[config.mk]
export PLATFORM = sky130hd
export DESIGN_NAME = cursor_overlay_flat
export DESIGN_NICKNAME = d
export VERILOG_FILES = /design/src/rtl/cursor_overlay_if.sv /design/src/rtl/cursor_overlay.sv /design/src/flat_wrapper.sv
export SDC_FILE = /design/constraint.sdc
export NUM_CORES = 1
export LEC_CHECK = 0
export ABC_AREA = 1
export CAP_MARGIN = 10
export CORE_MARGIN = 2
export CORE_UTILIZATION = 50
export DETAILED_ROUTE_END_ITERATION = 7
export GPL_ROUTABILITY_DRIVEN = 0
export HOLD_SLACK_MARGIN = 0.03
export PLACE_DENSITY = 0.72
export SYNTH_ARGS = -nofsm -noshare
export SYNTH_HDL_FRONTEND = slang
export SYNTH_SLANG_ARGS = --single-unit
export TNS_END_PERCENT = 1
[constraint.sdc]
create_clock -name clk_in -period 5.7 [get_ports clk_in]
set_input_delay 1.71 -clock clk_in [delete_from_list [all_inputs] [get_ports clk_in]]
set_output_delay 1.71 -clock clk_in [all_outputs]
set_load 0.05 [all_outputs]
[src/rtl/cursor_overlay_if.sv]
// Pixel-stream side of the cursor overlay: raster position and frame pulse in,
// overlay colour and coverage flag out.
interface cursor_overlay_if;
  // Free-running stream with no valid/ready pair: one raster position is
  // presented every clk_in cycle and is always accepted. The result for that
  // position appears exactly two cycles later. There is no backpressure.
  logic [10:0] hcount_in;
  logic [9:0]  vcount_in;
  logic        new_frame_in;
  logic [7:0]  red_out;
  logic [7:0]  green_out;
  logic [7:0]  blue_out;
  logic        in_sprite;

  modport master (
    output hcount_in, vcount_in, new_frame_in,
    input  red_out, green_out, blue_out, in_sprite
  );

  modport slave (
    input  hcount_in, vcount_in, new_frame_in,
    output red_out, green_out, blue_out, in_sprite
  );
endinterface

[src/rtl/cursor_overlay.sv]
// Multi-cursor sprite generator. Per-frame shadowed cursor state, signed hit
// tests, blink gating, and a two-stage pipeline ending in a registered RGB.
module cursor_overlay #(
  parameter int NUM_CURSORS  = 2,
  parameter int SCALE        = 2,
  parameter int BOX_HALF     = 5,
  parameter int BLINK_FRAMES = 30
) (
  input  logic                     clk_in,
  input  logic                     rst_n_in,
  cursor_overlay_if.slave          vid,
  input  logic [NUM_CURSORS*10-1:0] x_in,
  input  logic [NUM_CURSORS*9-1:0]  y_in,
  input  logic [NUM_CURSORS*3-1:0]  stroke_width,
  input  logic [NUM_CURSORS*2-1:0]  cursor_mode,
  input  logic [NUM_CURSORS*4-1:0]  cursor_color,
  input  logic [NUM_CURSORS-1:0]    blink_en
);

  localparam int FW = (BLINK_FRAMES > 1) ? $clog2(BLINK_FRAMES) : 1;
  localparam logic [12:0] BOXW = 13'(BOX_HALF);

  logic [9:0] sh_x     [NUM_CURSORS];
  logic [8:0] sh_y     [NUM_CURSORS];
  logic [2:0] sh_sw    [NUM_CURSORS];
  logic [1:0] sh_mode  [NUM_CURSORS];
  logic [3:0] sh_color [NUM_CURSORS];
  logic [NUM_CURSORS-1:0] sh_blink;

  logic [FW-1:0] frame_cnt;
  logic          blink_phase;

  // Shadows and blink state move together on the frame pulse, so the first
  // pixel sampled after the pulse sees a consistent new cursor set.
  always_ff @(posedge clk_in or negedge rst_n_in) begin
    if (!rst_n_in) begin
      for (int i = 0; i < NUM_CURSORS; i++) begin
        sh_x[i]     <= '0;
        sh_y[i]     <= '0;
        sh_sw[i]    <= '0;
        sh_mode[i]  <= '0;
        sh_color[i] <= '0;
      end
      sh_blink    <= '0;
      frame_cnt   <= '0;
      blink_phase <= 1'b0;
    end else if (vid.new_frame_in) begin
      for (int i = 0; i < NUM_CURSORS; i++) begin
        sh_x[i]     <= x_in[10*i +: 10];
        sh_y[i]     <= y_in[9*i +: 9];
        sh_sw[i]    <= stroke_width[3*i +: 3];
        sh_mode[i]  <= cursor_mode[2*i +: 2];
        sh_color[i] <= cursor_color[4*i +: 4];
      end
      sh_blink <= blink_en;
      if (frame_cnt == FW'(BLINK_FRAMES - 1)) begin
        frame_cnt   <= '0;
        blink_phase <= ~blink_phase;
      end else begin
        frame_cnt <= frame_cnt + 1'b1;
      end
    end
  end

  logic [NUM_CURSORS-1:0] hit_c;

  // Distances are taken one bit wider than the 12-bit centre so the
  // subtraction itself cannot wrap; a cursor at 0 never hits the far edge.
  for (genvar g = 0; g < NUM_CURSORS; g++) begin : g_cur
    logic signed [11:0] cx, cy;
    logic signed [12:0] dx, dy;
    logic        [12:0] ax, ay, ext;
    logic               box_hit, cross_hit, outline_hit, shape_hit;

    assign cx  = $signed(12'(32'(sh_x[g]) * SCALE));
    assign cy  = $signed(12'(32'(sh_y[g]) * SCALE));
    assign dx  = $signed({2'b00, vid.hcount_in}) - $signed({cx[11], cx});
    assign dy  = $signed({3'b000, vid.vcount_in}) - $signed({cy[11], cy});
    assign ax  = dx[12] ? 13'(-dx) : 13'(dx);
    assign ay  = dy[12] ? 13'(-dy) : 13'(dy);
    assign ext = 13'((32'(sh_sw[g]) + 32'd1) * SCALE);

    assign box_hit     = (ax <= BOXW) && (ay <= BOXW);
    assign cross_hit   = ((dx == 13'sd0) && (ay <= ext)) || ((dy == 13'sd0) && (ax <= ext));
    assign outline_hit = box_hit && ((ax == BOXW) || (ay == BOXW));
    assign shape_hit   = (sh_mode[g] == 2'd1) ? cross_hit :
                         (sh_mode[g] == 2'd2) ? box_hit :
                         (sh_mode[g] == 2'd3) ? outline_hit : 1'b0;
    assign hit_c[g]    = shape_hit && !(sh_blink[g] && blink_phase);
  end

  logic [NUM_CURSORS-1:0] s1_hit;
  logic [3:0]             s1_pal [NUM_CURSORS];
  logic                   s1_valid;

  always_ff @(posedge clk_in or negedge rst_n_in) begin
    if (!rst_n_in) begin
      s1_hit   <= '0;
      s1_valid <= 1'b0;
      for (int i = 0; i < NUM_CURSORS; i++) s1_pal[i] <= '0;
    end else begin
      s1_hit   <= hit_c;
      s1_valid <= 1'b1;
      for (int i = 0; i < NUM_CURSORS; i++) s1_pal[i] <= sh_color[i];
    end
  end

  logic       sel_hit;
  logic [3:0] sel_pal;
  logic [7:0] pal_r, pal_g, pal_b;

  function automatic logic [7:0] chan(input logic bit_set, input logic bright);
    return bit_set ? (bright ? 8'hFF : 8'h80) : 8'h00;
  endfunction

  // Walk from the highest index down so the lowest hitting cursor wins.
  always_comb begin
    sel_hit = 1'b0;
    sel_pal = '0;
    for (int i = NUM_CURSORS - 1; i >= 0; i--) begin
      if (s1_hit[i]) begin
        sel_hit = 1'b1;
        sel_pal = s1_pal[i];
      end
    end
    if (sel_pal[2:0] == 3'd0) begin
      pal_r = 8'h80;
      pal_g = 8'h80;
      pal_b = 8'h80;
    end else begin
      pal_r = chan(sel_pal[0], sel_pal[3]);
      pal_g = chan(sel_pal[1], sel_pal[3]);
      pal_b = chan(sel_pal[2], sel_pal[3]);
    end
  end

  logic [7:0] red_q, green_q, blue_q;
  logic       sprite_q;

  always_ff @(posedge clk_in or negedge rst_n_in) begin
    if (!rst_n_in) begin
      red_q    <= '0;
      green_q  <= '0;
      blue_q   <= '0;
      sprite_q <= 1'b0;
    end else if (s1_valid && sel_hit) begin
      red_q    <= pal_r;
      green_q  <= pal_g;
      blue_q   <= pal_b;
      sprite_q <= 1'b1;
    end else begin
      red_q    <= '0;
      green_q  <= '0;
      blue_q   <= '0;
      sprite_q <= 1'b0;
    end
  end

  assign vid.red_out   = red_q;
  assign vid.green_out = green_q;
  assign vid.blue_out  = blue_q;
  assign vid.in_sprite = sprite_q;

endmodule

[src/flat_wrapper.sv]
// flat-port wrapper written by rule: the top's interface ports become plain ports
module cursor_overlay_flat 
#(
  parameter int NUM_CURSORS  = 2,
  parameter int SCALE        = 2,
  parameter int BOX_HALF     = 5,
  parameter int BLINK_FRAMES = 30
)
  (clk_in, rst_n_in, x_in, y_in, stroke_width, cursor_mode, cursor_color, blink_en, vid_hcount_in, vid_vcount_in, vid_new_frame_in, vid_red_out, vid_green_out, vid_blue_out, vid_in_sprite);
  cursor_overlay_if vid_i ();
  input  logic clk_in;
  input  logic rst_n_in;
  input  logic [NUM_CURSORS*10-1:0] x_in;
  input  logic [NUM_CURSORS*9-1:0] y_in;
  input  logic [NUM_CURSORS*3-1:0] stroke_width;
  input  logic [NUM_CURSORS*2-1:0] cursor_mode;
  input  logic [NUM_CURSORS*4-1:0] cursor_color;
  input  logic [NUM_CURSORS-1:0] blink_en;
  input wire logic [$bits(vid_i.hcount_in)-1:0] vid_hcount_in;
  input wire logic [$bits(vid_i.vcount_in)-1:0] vid_vcount_in;
  input wire logic [$bits(vid_i.new_frame_in)-1:0] vid_new_frame_in;
  output wire logic [$bits(vid_i.red_out)-1:0] vid_red_out;
  output wire logic [$bits(vid_i.green_out)-1:0] vid_green_out;
  output wire logic [$bits(vid_i.blue_out)-1:0] vid_blue_out;
  output wire logic [$bits(vid_i.in_sprite)-1:0] vid_in_sprite;
  assign vid_i.hcount_in = vid_hcount_in;
  assign vid_i.vcount_in = vid_vcount_in;
  assign vid_i.new_frame_in = vid_new_frame_in;
  assign vid_red_out = vid_i.red_out;
  assign vid_green_out = vid_i.green_out;
  assign vid_blue_out = vid_i.blue_out;
  assign vid_in_sprite = vid_i.in_sprite;
  cursor_overlay #(.NUM_CURSORS(NUM_CURSORS), .SCALE(SCALE), .BOX_HALF(BOX_HALF), .BLINK_FRAMES(BLINK_FRAMES)) u_core (.clk_in(clk_in), .rst_n_in(rst_n_in), .vid(vid_i), .x_in(x_in), .y_in(y_in), .stroke_width(stroke_width), .cursor_mode(cursor_mode), .cursor_color(cursor_color), .blink_en(blink_en));
endmodule
# Yosys cells after proc, flatten, opt, wreduce, memory -nomap -nowiden
# Cells that the tools add are included.
[classes] n_addsub=11 n_mux=26 n_mul=0 magnitude_cmp=8 reduce_logical=25 bitwise_logic=1 shifts=0 eq_ne=11 div=0
[ops] op="$mux W8" count=9
[ops] op="$eq A13 B3 Y1 const B" count=4
[ops] op="$le A13 B13 Y1" count=4
[ops] op="$le A13 B3 Y1 const B" count=4
[ops] op="$logic_not A13 Y1" count=4
[ops] op="$mux W13" count=4
[ops] op="$neg A13 Y13" count=4
[ops] op="$sub A11 B11 Y12" count=2
[ops] op="$sub A10 B10 Y11" count=2
[ops] op="$logic_and A1 B1 Y1" count=13
[ops] op="$mux W1" count=9
[ops] op="$add A3 B1 Y4 const B" count=2
[ops] op="$eq A2 B2 Y1 const B" count=4
[ops] op="$mux W4" count=2
[ops] op="$mux W7" count=1
[ops] op="$add A5 B1 Y5 const B" count=1
[ops] op="$eq A5 B5 Y1 const B" count=1
[ops] op="$mux W5" count=1
[ops] op="$eq A2 B1 Y1 const B" count=2
[ops] op="$logic_or A1 B1 Y1" count=4
[ops] op="$logic_not A3 Y1" count=1
[ops] op="$logic_not A1 Y1" count=2
[ops] op="$reduce_and A2 Y1" count=1
[ops] op="$not A1 Y1" count=1
[totals] rom_bits=0 word_cells=103 mem_bits_rw=0 regBits=100 latchBits=0 output_inout_bits=25 n_memories=0

# Depth between registers and ports, before layout
# Gate-level depths: netlist (run 1).
[logic_depth] depth_word=10 depth_mapped=26 mapped_depth_nobuf=25

# Worst setup path before layout (run 1)
# No wires, ideal clock.
[synth_path] path_type="in2reg" startpoint="input port vid_vcount_in[1]" endpoint="register u_core.s1_hit[0]" setup_ps=73 slack_ps=1316 t_arrival_ps=4311 path_stages=21 cell_sequence="inv_1 ha_1 fa_1 xnor2_1 nor2_1 inv_1 nand2_4 xnor2_2 inv_1 ha_1 a21oi_1 o21ai_0 o21ai_0 nand2_1 inv_1 nand4_1 nor2_1 nand3_1 nand2_1 nand2_1 a21oi_2"
[synth_via] elab_chain_len=10 word_cells_on_any_way=17 cone_classes="2 x add/sub; 2 x order compare; 1 x eq/ne; 4 x mux; 8 x reduce/logical"
[synth_rtl] element="from (decl)" line_no="flat_wrapper.sv:20" rtl="input wire logic [$bits(vid_i.vcount_in)-1:0] vid_vcount_in;"
[synth_rtl] element="$sub A10 B10 Y11 *" line_no="cursor_overlay.sv:78" rtl="assign dy = $signed({3'b000, vid.vcount_in}) - $signed({cy[11], cy});"
[synth_rtl] element="$neg A13 Y13" line_no="cursor_overlay.sv:80" rtl="assign ay = dy[12] ? 13'(-dy) : 13'(dy);"
[synth_rtl] element="$mux W13" line_no="cursor_overlay.sv:80"
[synth_rtl] element="$le A13 B3 Y1 / $eq A13 B3 Y1 (equally long branches)" line_no="cursor_overlay.sv:83, cursor_overlay.sv:85"
[synth_rtl] element="$logic_and A1 B1 Y1 / $logic_or A1 B1 Y1 (equally long branches)" line_no="cursor_overlay.sv:83, cursor_overlay.sv:85"
[synth_rtl] element="$logic_and A1 B1 Y1" line_no="cursor_overlay.sv:85" rtl="assign outline_hit = box_hit && ((ax == BOXW) || (ay == BOXW));"
[synth_rtl] element="$mux W1" line_no="cursor_overlay.sv:88" rtl="(sh_mode[g] == 2'd3) ? outline_hit : 1'b0;"
[synth_rtl] element="$mux W1" line_no="cursor_overlay.sv:87" rtl="(sh_mode[g] == 2'd2) ? box_hit :"
[synth_rtl] element="$mux W1 *" line_no="cursor_overlay.sv:86" rtl="assign shape_hit = (sh_mode[g] == 2'd1) ? cross_hit :"
[synth_rtl] element="$logic_and A1 B1 Y1 *" line_no="cursor_overlay.sv:89" rtl="assign hit_c[g] = shape_hit && !(sh_blink[g] && blink_phase);"
[synth_rtl] element="net u_core.hit_c[0]" line_no="cursor_overlay.sv:65" rtl="logic [NUM_CURSORS-1:0] hit_c;"
[synth_rtl] element="to (signal assigned)" line_no="cursor_overlay.sv:102" rtl="s1_hit <= hit_c;"
[synth_rtl] element="to (decl)" line_no="cursor_overlay.sv:92" rtl="logic [NUM_CURSORS-1:0] s1_hit;"
# Mark *: on every way through the listed nets, which the timed path passes. The rest lies on a longest branch.
# A chain may end at the register's enable or synchronous reset.

# Final worst setup path (run 1)
# Ends and elaborated chain as after synthesis.

==> flow_metrics.tcl, run 1 <==
set metrics [dict create \
    critical-path-top-delay-family "adder cells" \
    r2r-end "u_core.s1_hit[0]$_DFF_PN0_" \
    grtUsageTotal 0.227 \
    pwr-share-comb 0.428 \
    worst_ep_arrival_time_ns 5.12 \
    layout_commonest_cell "nand2_1" \
    hold_viol 0 \
    rsz0062_at_grt "no" \
    dieArea_um2 15600 \
    dpl_cell_area_um2 8350 \
    syn_to_final_growth_pct 18.6 \
    cts-buffers-inserted 9 \
    cp-end-kind "flip-flop" \
    drv_cap 0 \
    crit_chain "clkdlybuf4s50_1, inv_1, ha_1, fa_1, xnor2_1, nor2_1, inv_1, nand2_4, xnor2_2, inv_1, ha_1, a21oi_1, o21ai_0, o21ai_0, nand2_1, inv_1, nand4_1, nor2_1, nand3_1, nand2_1, nand2_1, a21oi_2" \
    io_pins 107 \
    fin_tns_setup_ns 0 \
    io_buffers 106 \
    finalClockSkew_ns 0.00890 \
    final_area_um2 8660 \
    switching_power_uw 909 \
    pwr-share-clk 0.268 \
    antenna_left 0 \
    synth.yosys.seq_area_share 0.281 \
    clock_latency_ns 0.36 \
    synth_area_um2 7300 \
    finalWirelength_um 16900 \
    synth-seq-cells 82 \
    wl_per_cell_um 12.3 \
    path_max_fanout 3 \
    antennaDiodeCount 0 \
    cts_tree "done" \
    crit_type "input pin to flip-flop" \
    syn-num-nets 1249 \
    drt_iter0_drc 448 \
    cp.required_ns 5.99 \
    rr_startpoint "u_core.sh_y[9]$_DFFE_PN0P_" \
    syn_area_per_cell_um2 6.63 \
    worst_pin_slew_ns 1.05 \
    start_kind "input pin" \
    die-width_um 125 \
    grt-busiest-layer "met2" \
    ys_warn_count 0 \
    htreeDepth 3 \
    max_freq_mhz 207 \
    critPathMaxStageDelay_ns 0.45 \
    netlist_instances 1101 \
    ys.flop_type "dfrtp_1" \
    clockBufferDepth 2 \
    grt_use_met3 0.0425 \
    core_area_um2 14400 \
    die_h_um 125 \
    cts-hold-fix-buffers 0 \
    vias 6831 \
    power_switching_share 0.407 \
    layout-drive-gt1-share 0.0673 \
    sequentialPowerShare 0.304 \
    antenna_found_initial 0 \
    use_met1 0.312 \
    clock_sink_count 82 \
    clk_pin_slew_worst_paths_ns 0.07 \
    drcViolationCount 0 \
    final.period_utilization 0.848 \
    met2_usage 0.373 \
    regToRegSetupSlack_ns 2.39 \
    worstHoldStart "u_core.sh_color[5]$_DFFE_PN0P_" \
    start_util 0.508 \
    status "completed" \
    hp-class "flip-flop to flip-flop" \
    slowest_stage "clkdlybuf4s50_1" \
    via_per_inst 4.98 \
    place.detailed.hpwl_um 13400 \
    ir_worst_vdd_mv 0.284 \
    grt_pass1_vias 6355 \
    p_per_area_nw_per_um2 258 \
    timing.final.max_slew_violations 0 \
    relSlewSlack 0.300 \
    overflow 0 \
    crit_buf_inv 5 \
    reg2reg_depth 20 \
    grt_first_pass_wirelength_um 29300 \
    hold_depth 0 \
    synth_cell_types 44 \
    internal_power_mw 1.33 \
    core.rowCount 44 \
    cts_root_buf "clkbuf_16" \
    hold_path_end "u_core.s1_pal[5]$_DFF_PN0_" \
    fin_crit_ns 4.83 \
    fin_nets 1332 \
    synth-async-reset-ratio 1.00 \
    postCtsSetupRepairBufs 0 \
    synth-edff-count 0 \
    final_cell_mix "nand2_1, inv_1, clkdlybuf4s50_1" \
    firstDrtPassIters 7 \
    leakage_nw 4.59 \
    setup_viol 0 \
    crit_top_cell "inv_1" \
    cts_resized 0 \
    grt_max_degree 83 \
]
==> cell usage after synthesis (3+ instances only) <==
cell      instances  area share
a21o_1            4      0.0041
a21oi_1          27       0.019
a21oi_2           6      0.0072
buf_4            18       0.019
buf_6             3      0.0046
clkbuf_1         13      0.0067
dfrtp_1          82        0.28
fa_1              4       0.011
ha_1             62        0.11
inv_1           147       0.076
inv_2            13      0.0067
nand2_1         390        0.20
nand2_2          14       0.012
nand2_4           4      0.0062
nand3_1          84       0.058
nand3_2           4      0.0055
nand3b_1         20       0.021
nand4_1          17       0.015
nor2_1           78       0.040
nor2_2            9      0.0077
o21ai_0          56       0.038
o21ai_1           3      0.0021
o21bai_1          3      0.0031
xnor2_1          10       0.012
xor2_1            4      0.0048
==> kinds of logic after synthesis <==
| group | share of synthesized area |
|---|---|
| XOR/XNOR | 0.0213 |
| AND/OR/NAND/NOR | 0.373 |
| buffers and inverters | 0.115 |
| adder cells (fa/ha/maj) | 0.117 |
| flip-flops | 0.281 |
| AO/OA/AOI/OAI | 0.0916 |
| other | 0.000514 |
==> final cells by class <==
class,instances,area [µm²]
clock buffers,9,225
clock inverters,7,76.3
fillers,1370,5710
inverters,161,604
multi-input cells,823,4410
flip-flops and latches,82,2050
well taps,184,230
repair buffers,107,1060
==> state kept, by name, indices dropped and copies added, names as in the netlist <==
register	count
u_core.blink_phase	1
u_core.frame_cnt	5
u_core.s1_hit	2
u_core.s1_pal	8
u_core.s1_valid	1
u_core.sh_blink	2
u_core.sh_color	8
u_core.sh_mode	4
u_core.sh_sw	6
u_core.sh_x	20
u_core.sh_y	18
u_core.vid.blue_out	2
u_core.vid.green_out	2
u_core.vid.in_sprite	1
u_core.vid.red_out	2
==> through the flow <==
stage               cells  total power, mW  worst slack [ns]  hold slack, ns   util
detailed placement   1357             1.64             0.545           0.361  0.581
global placement     1357             1.62             0.639           0.356  0.581
finish               1373             2.24             0.867           0.379  0.602
CTS                  1373             2.25             0.935           0.379  0.602
global route         1373             2.43             0.669           0.392  0.602
floorplan            1101             1.42              1.32           0.354      -
==> layer usage <==
metal / share of wire / vias to the layer above
li1: - / 3629
met5: 0 / -
met1: 0.50 / 3099
met4: 0.0097 / 0
met2: 0.46 / 91
met3: 0.031 / 12
==> worst max-delay path by stage <==
stage	cells after the start	from	endpoint	slack (ns)
finish	22	vid_vcount_in[1]	u_core.s1_hit[0]$_DFF_PN0_	0.87
global route	22	vid_vcount_in[1]	u_core.s1_hit[0]$_DFF_PN0_	0.67
CTS	22	vid_vcount_in[1]	u_core.s1_hit[0]$_DFF_PN0_	0.93
detailed placement	22	vid_vcount_in[1]	u_core.s1_hit[0]$_DFF_PN0_	0.55
global placement	22	vid_vcount_in[1]	u_core.s1_hit[0]$_DFF_PN0_	0.64
floorplan	21	vid_vcount_in[1]	u_core.s1_hit[0]$_DFF_PN0_	1.32
==> power by group through the flow <==
stage	registers, mW	clock network, mW	logic, mW
after CTS	0.680	0.615	0.956
after global placement	0.689	0	0.932
final	0.680	0.598	0.957
after detailed placement	0.691	0	0.950
after global routing	0.689	0.637	1.11
after floorplan	0.681	0	0.735
(Power assumes the default switching activity.)
==> run 2, diff against run 1 <==
--- a/config.mk
+++ b/config.mk
@@ -12,7 +12,7 @@
 export DETAILED_ROUTE_END_ITERATION = 7
 export GPL_ROUTABILITY_DRIVEN = 0
 export HOLD_SLACK_MARGIN = 0.03
-export PLACE_DENSITY = 0.72
+export PLACE_DENSITY = 0.75
 export SYNTH_ARGS = -nofsm -noshare
 export SYNTH_HDL_FRONTEND = slang
 export SYNTH_SLANG_ARGS = --single-unit
==> constraint.sdc (replaced) <==
create_clock -name clk_in -period 4.33 [get_ports clk_in]
set_input_delay 1.299 -clock clk_in [delete_from_list [all_inputs] [get_ports clk_in]]
set_output_delay 1.299 -clock clk_in [all_outputs]
set_load 0.05 [all_outputs]
==> flow_metrics.tcl, run 2 (synthesis gave the netlist of run 1 again) <==
set metrics [dict create \
    status "completed" \
    rsz0062_at_grt "yes" \
    crit_type "input pin to flip-flop" \
    relSlewSlack 0.296 \
    grtUsageTotal 0.237 \
    fin_nets 1423 \
    drt_iter0_drc 465 \
    io_pins 107 \
    grt_first_pass_wirelength_um 30800 \
    layout_commonest_cell "nand2_1" \
    core.rowCount 44 \
    grt_max_degree 83 \
    final_cell_mix "nand2_1, inv_1, clkdlybuf4s50_1" \
    start_util 0.508 \
    grt_pass1_vias 6901 \
    top_register "u_core.sh_x" \
    max_freq_mhz 245 \
    place.detailed.hpwl_um 14400 \
    setup_viol 0 \
    antenna_left 0 \
    hold_depth 0 \
    layout-drive-gt1-share 0.157 \
    die_h_um 125 \
    finalClockSkew_ns 0.0115 \
    syn_to_final_growth_pct 30.8 \
    fin_crit_ns 4.08 \
    cts_tree "done" \
    cp.required_ns 4.61 \
    drcViolationCount 0 \
    overflow 0 \
    hold_viol 0 \
    worst_pin_slew_ns 1.06 \
    via_per_inst 4.93 \
    clock_latency_ns 0.35 \
    drv_cap 0 \
    fin_cells 1464 \
    clk_pin_slew_worst_paths_ns 0.07 \
    fillCellCount 1230 \
    die-width_um 125 \
    firstDrtPassIters 6 \
    worst_ep_arrival_time_ns 4.36 \
    timing.final.max_slew_violations 0 \
    hp-class "flip-flop to flip-flop" \
    start_kind "input pin" \
    io_buffers 106 \
    clockBufferDepth 2 \
    fin_tns_setup_ns 0 \
    core_area_um2 14400 \
    final.period_utilization 0.943 \
    cp-end-kind "flip-flop" \
    cts_root_buf "clkbuf_16" \
    antenna_found_initial 0 \
    largest_register_ffs 20 \
    htreeDepth 3 \
    wl_per_cell_um 12.4 \
    path_max_fanout 3 \
    finalWirelength_um 18200 \
    reg2reg_depth 22 \
    antennaDiodeCount 0 \
    dieArea_um2 15600 \
    top_regs "u_core.sh_x: 20 flops, u_core.sh_y: 18 flops" \
    vias 7214 \
    clock_sink_count 82 \
    p_per_area_nw_per_um2 337 \
    cts-buffers-inserted 9 \
    ir_worst_vdd_mv 0.298 \
    placed_cells_incl_taps 1446 \
    leakage_nw 5.10 \
]
## run 2: cell types whose count changed in the layout (fill, tap and decap cells not counted), moves of 5 or more
cell             before  now
o21ai_0              56   50
ha_1                 62   51
o21ai_1               3    8
buf_4                 2   92
ha_4                  0    9
dlymetal6s2s_1        0    5
clkdlybuf4s50_1     104   99
## run 2: report_power, final
group	internal [mW]	switching (mW)
Sequential	0.846	0.0517
Combinational	0.681	0.844
Clock	0.412	0.384
## run 2: area by class of cell
class	instances	area [µm²]	share of cell area
inverter	161	604	0.0633
sequential	82	2050	0.215
timing repair buffer	198	1760	0.184
clock buffer	9	225	0.0236
clock inverter	7	76.3	0.00800
tap	184	230	0.0241
multi-input combinational	823	4600	0.482
## run 2: stage by stage
step | power (mW) | worst slack (ns) | hold slack, ns | instance area, µm² | utilization
after floorplan | 1.86 | 0.357 | 0.354 | 7300 | -
after global placement | 2.31 | -0.148 | 0.357 | 9020 | 0.628
after detailed placement | 2.35 | -0.254 | 0.360 | 9020 | 0.628
after CTS | 3.15 | 0.108 | 0.377 | 9320 | 0.649
after global routing | 3.49 | -0.0571 | 0.387 | 9550 | 0.664
final | 3.22 | 0.248 | 0.378 | 9550 | 0.664
## run 2: repair_timing
item / in CTS / in global routing
buffers inserted: 0 / 2
endpoints found under the setup margin: 0 / 2
hold endpoints to repair: 0 / 0
resized for setup: 0 / 42
hold buffers: 0 / 0
## run 2: worst paths after layout
path                                                startpoint  slack (ns)                               to
max in group asynchronous                             rst_n_in        2.53      u_core.sh_sw[5]$_DFFE_PN0P_
worst max register to register     u_core.sh_y[16]$_DFFE_PN0P_        1.29       u_core.s1_hit[0]$_DFF_PN0_
worst max-delay path                          vid_vcount_in[1]        0.25       u_core.s1_hit[1]$_DFF_PN0_
min in group asynchronous                             rst_n_in        1.15  u_core.frame_cnt[0]$_DFFE_PN0P_
worst min-delay path            u_core.sh_color[5]$_DFFE_PN0P_        0.38       u_core.s1_pal[5]$_DFF_PN0_
worst min register to register  u_core.sh_color[5]$_DFFE_PN0P_        0.38       u_core.s1_pal[5]$_DFF_PN0_
## run 2: critical path, cell delays in order
cell and delay [ns]:
clkdlybuf4s50_1 0.45, inv_1 0.09, ha_1 0.24, fa_2 0.55, buf_4 0.12, xnor2_1 0.11, nand4_1 0.14, nand2_1 0.11
inv_1 0.05, ha_1 0.30, a21oi_1 0.15, o21ai_0 0.08, o21ai_0 0.08, nand2_1 0.09, nor3_1 0.17, nand3_1 0.10
nand2_1 0.07, nand2_1 0.05, a21oi_2 0.10
## run 2: metal layers
metal / share of wire / routed length [µm] / GRT usage
met4: 0.013 / 241 / 0.0661
met1: 0.48 / 8730 / 0.327
met5: 0 / 0 / 0
met3: 0.027 / 486 / 0.0185
met2: 0.48 / 8750 / 0.400
==> run 3, diff against run 2 <==
--- a/config.mk
+++ b/config.mk
@@ -6,14 +6,14 @@
 export NUM_CORES = 1
 export LEC_CHECK = 0
 export ABC_AREA = 1
-export CAP_MARGIN = 10
+export CAP_MARGIN = 20
 export CORE_MARGIN = 2
 export CORE_UTILIZATION = 50
 export DETAILED_ROUTE_END_ITERATION = 7
 export GPL_ROUTABILITY_DRIVEN = 0
 export HOLD_SLACK_MARGIN = 0.03
-export PLACE_DENSITY = 0.75
+export PLACE_DENSITY_LB_ADDON = 0.2
 export SYNTH_ARGS = -nofsm -noshare
 export SYNTH_HDL_FRONTEND = slang
 export SYNTH_SLANG_ARGS = --single-unit
-export TNS_END_PERCENT = 1
+export TNS_END_PERCENT = 5
==> flow_metrics.tcl, run 3 (synthesis gave the netlist of run 1 again) <==
set metrics [dict create \
    dieArea_um2 15600 \
    fin_tns_setup_ns 0 \
    fin_crit_ns 4.08 \
    power_switching_share 0.386 \
    switching_power_mw 1.23 \
    setup_viol 0 \
    cts-hold-fix-buffers 0 \
    grt_first_pass_wirelength_um 29800 \
    hp-class "flip-flop to flip-flop" \
    cts_root_buf "clkbuf_16" \
    fin_nets 1410 \
    syn_to_final_growth_pct 28.7 \
    finalClockSkew_ns 0.00592 \
    start_kind "input pin" \
    clk_pin_slew_worst_paths_ns 0.07 \
    final.period_utilization 0.943 \
    drv_cap 0 \
    place.detailed.hpwl_um 13900 \
    firstDrtPassIters 5 \
    critPathMaxStageDelay_ns 0.54 \
    via_per_inst 5.00 \
    max_freq_mhz 245 \
    cp-end-kind "flip-flop" \
    leakage_nw 5.04 \
    final_cell_mix "nand2_1, inv_1, clkdlybuf4s50_1" \
    top_regs "u_core.sh_x: 20 flops, u_core.sh_y: 18 flops" \
    ir_worst_vdd_mv 0.245 \
    clock_latency_ns 0.35 \
    clockBufferDepth 2 \
    hold_viol 0 \
    cts_tree "done" \
    placed_cells_incl_taps 1431 \
    antenna_left 0 \
    crit_top_cell "nand2_1" \
    antennaDiodeCount 0 \
    finalWirelength_um 17700 \
    worst_ep_arrival_time_ns 4.36 \
    sequentialPowerShare 0.281 \
    start_util 0.508 \
    drt_iter0_drc 417 \
    slowest_stage "fa_2" \
    pwr-share-comb 0.461 \
    critical-path-top-delay-family "adder cells" \
    htreeDepth 3 \
    grt_pass1_vias 6755 \
    top_register "u_core.sh_x" \
    vias 7248 \
    total_power_mw 3.19 \
    wl_per_cell_um 12.2 \
    pwr-share-clk 0.259 \
    path_max_fanout 2 \
    final_util 0.653 \
    crit_chain "clkdlybuf4s50_1, inv_1, ha_1, fa_2, buf_4, nand3_1, nand2_4, xor2_2, inv_2, ha_1, nand2_1, o21ai_0, o21ai_1, nand2_1, inv_1, nand4_1, nor2_1, nand3_1, nand2_1, nand2_1, a21oi_2" \
    layout-drive-gt1-share 0.140 \
    timing.final.max_slew_violations 0 \
    drcViolationCount 0 \
    overflow 0 \
    crit_buf_inv 5 \
    core_area_um2 14400 \
    internal_power_mw 1.96 \
    fin_cells 1451 \
    io_pins 107 \
    largest_register_ffs 20 \
    clock_sink_count 82 \
    grtUsageTotal 0.231 \
    io_buffers 106 \
    cts-buffers-inserted 9 \
    die-width_um 125 \
    worst_pin_slew_ns 0.831 \
    core.rowCount 44 \
    die_h_um 125 \
    p_per_area_nw_per_um2 340 \
    grt_max_degree 83 \
    status "completed" \
    crit_type "input pin to flip-flop" \
    cp.required_ns 4.61 \
    antenna_found_initial 0 \
    relSlewSlack 0.445 \
    layout_commonest_cell "nand2_1" \
]
## run 3: cell count changes in the layout (fill, tap and decap cells not counted), sizes merged
cell / change
buf: -13
inv: -2
bufinv: +1
clkinv: +1
## run 3: what timing repair did
item                       in CTS  in global routing
hold endpoints to repair        0                  0
resized for setup               0                 27
buffers inserted                0                  3
setup endpoints to repair       0                  2
## run 3: routing by layer
layer	track usage	up-vias	part of all wire
li1	-	3783	-
met1	0.305	3325	0.48
met2	0.385	120	0.47
met3	0.0442	20	0.036
met4	0.0687	0	0.017
met5	0	-	0
## run 3: final timing paths
check,end,cells after the start,start,slack [ns]
max,u_core.s1_hit[0]$_DFF_PN0_,21,vid_vcount_in[1],0.25
min,u_core.s1_pal[3]$_DFF_PN0_,0,u_core.sh_color[3]$_DFFE_PN0P_,0.38
max reg2reg,u_core.s1_hit[0]$_DFF_PN0_,20,u_core.sh_x[10]$_DFFE_PN0P_,1.23
min reg2reg,u_core.s1_pal[3]$_DFF_PN0_,0,u_core.sh_color[3]$_DFFE_PN0P_,0.38
max in group asynchronous,u_core.s1_pal[7]$_DFF_PN0_,2,rst_n_in,2.80
min in group asynchronous,u_core.sh_x[5]$_DFFE_PN0P_,1,rst_n_in,0.92
## run 3: power by group through the flow
stage                     Combinational, mW  Clock, mW  Sequential (mW)
final                                  1.47      0.826            0.896
after global routing                   1.68      0.880            0.904
after CTS                              1.42      0.849            0.896
after detailed placement               1.41          0            0.910
after global placement                 1.38          0            0.907
after floorplan                       0.967          0            0.896
## run 3: final cells by class
class / count / area (µm²)
Sequential cell: 82 / 2050
Inverter: 161 / 604
Multi-Input combinational cell: 823 / 4510
Clock buffer: 9 / 225
Timing Repair Buffer: 185 / 1670
Tap cell: 184 / 230
Fill cell: 1319 / 4980
Clock inverter: 7 / 95.1
## run 3: worst reg2reg max path: cells and delay by family (launching register included)
kind            cells  cell delay, ns
simple gates       10            0.74
buf+inv             3            0.26
compound gates      3            0.40
fa+ha+maj           3            1.09
flops               1            0.44
xor+xnor            1            0.10
## run 3: per-stage QoR
step,cell area [µm²],setup WS [ns],hold WS [ns]
after floorplan,7300,0.357,0.354
after global placement,8910,-0.0872,0.357
after detailed placement,8910,-0.171,0.362
after CTS,9230,0.184,0.377
after global routing,9390,-0.0218,0.385
final,9390,0.247,0.376
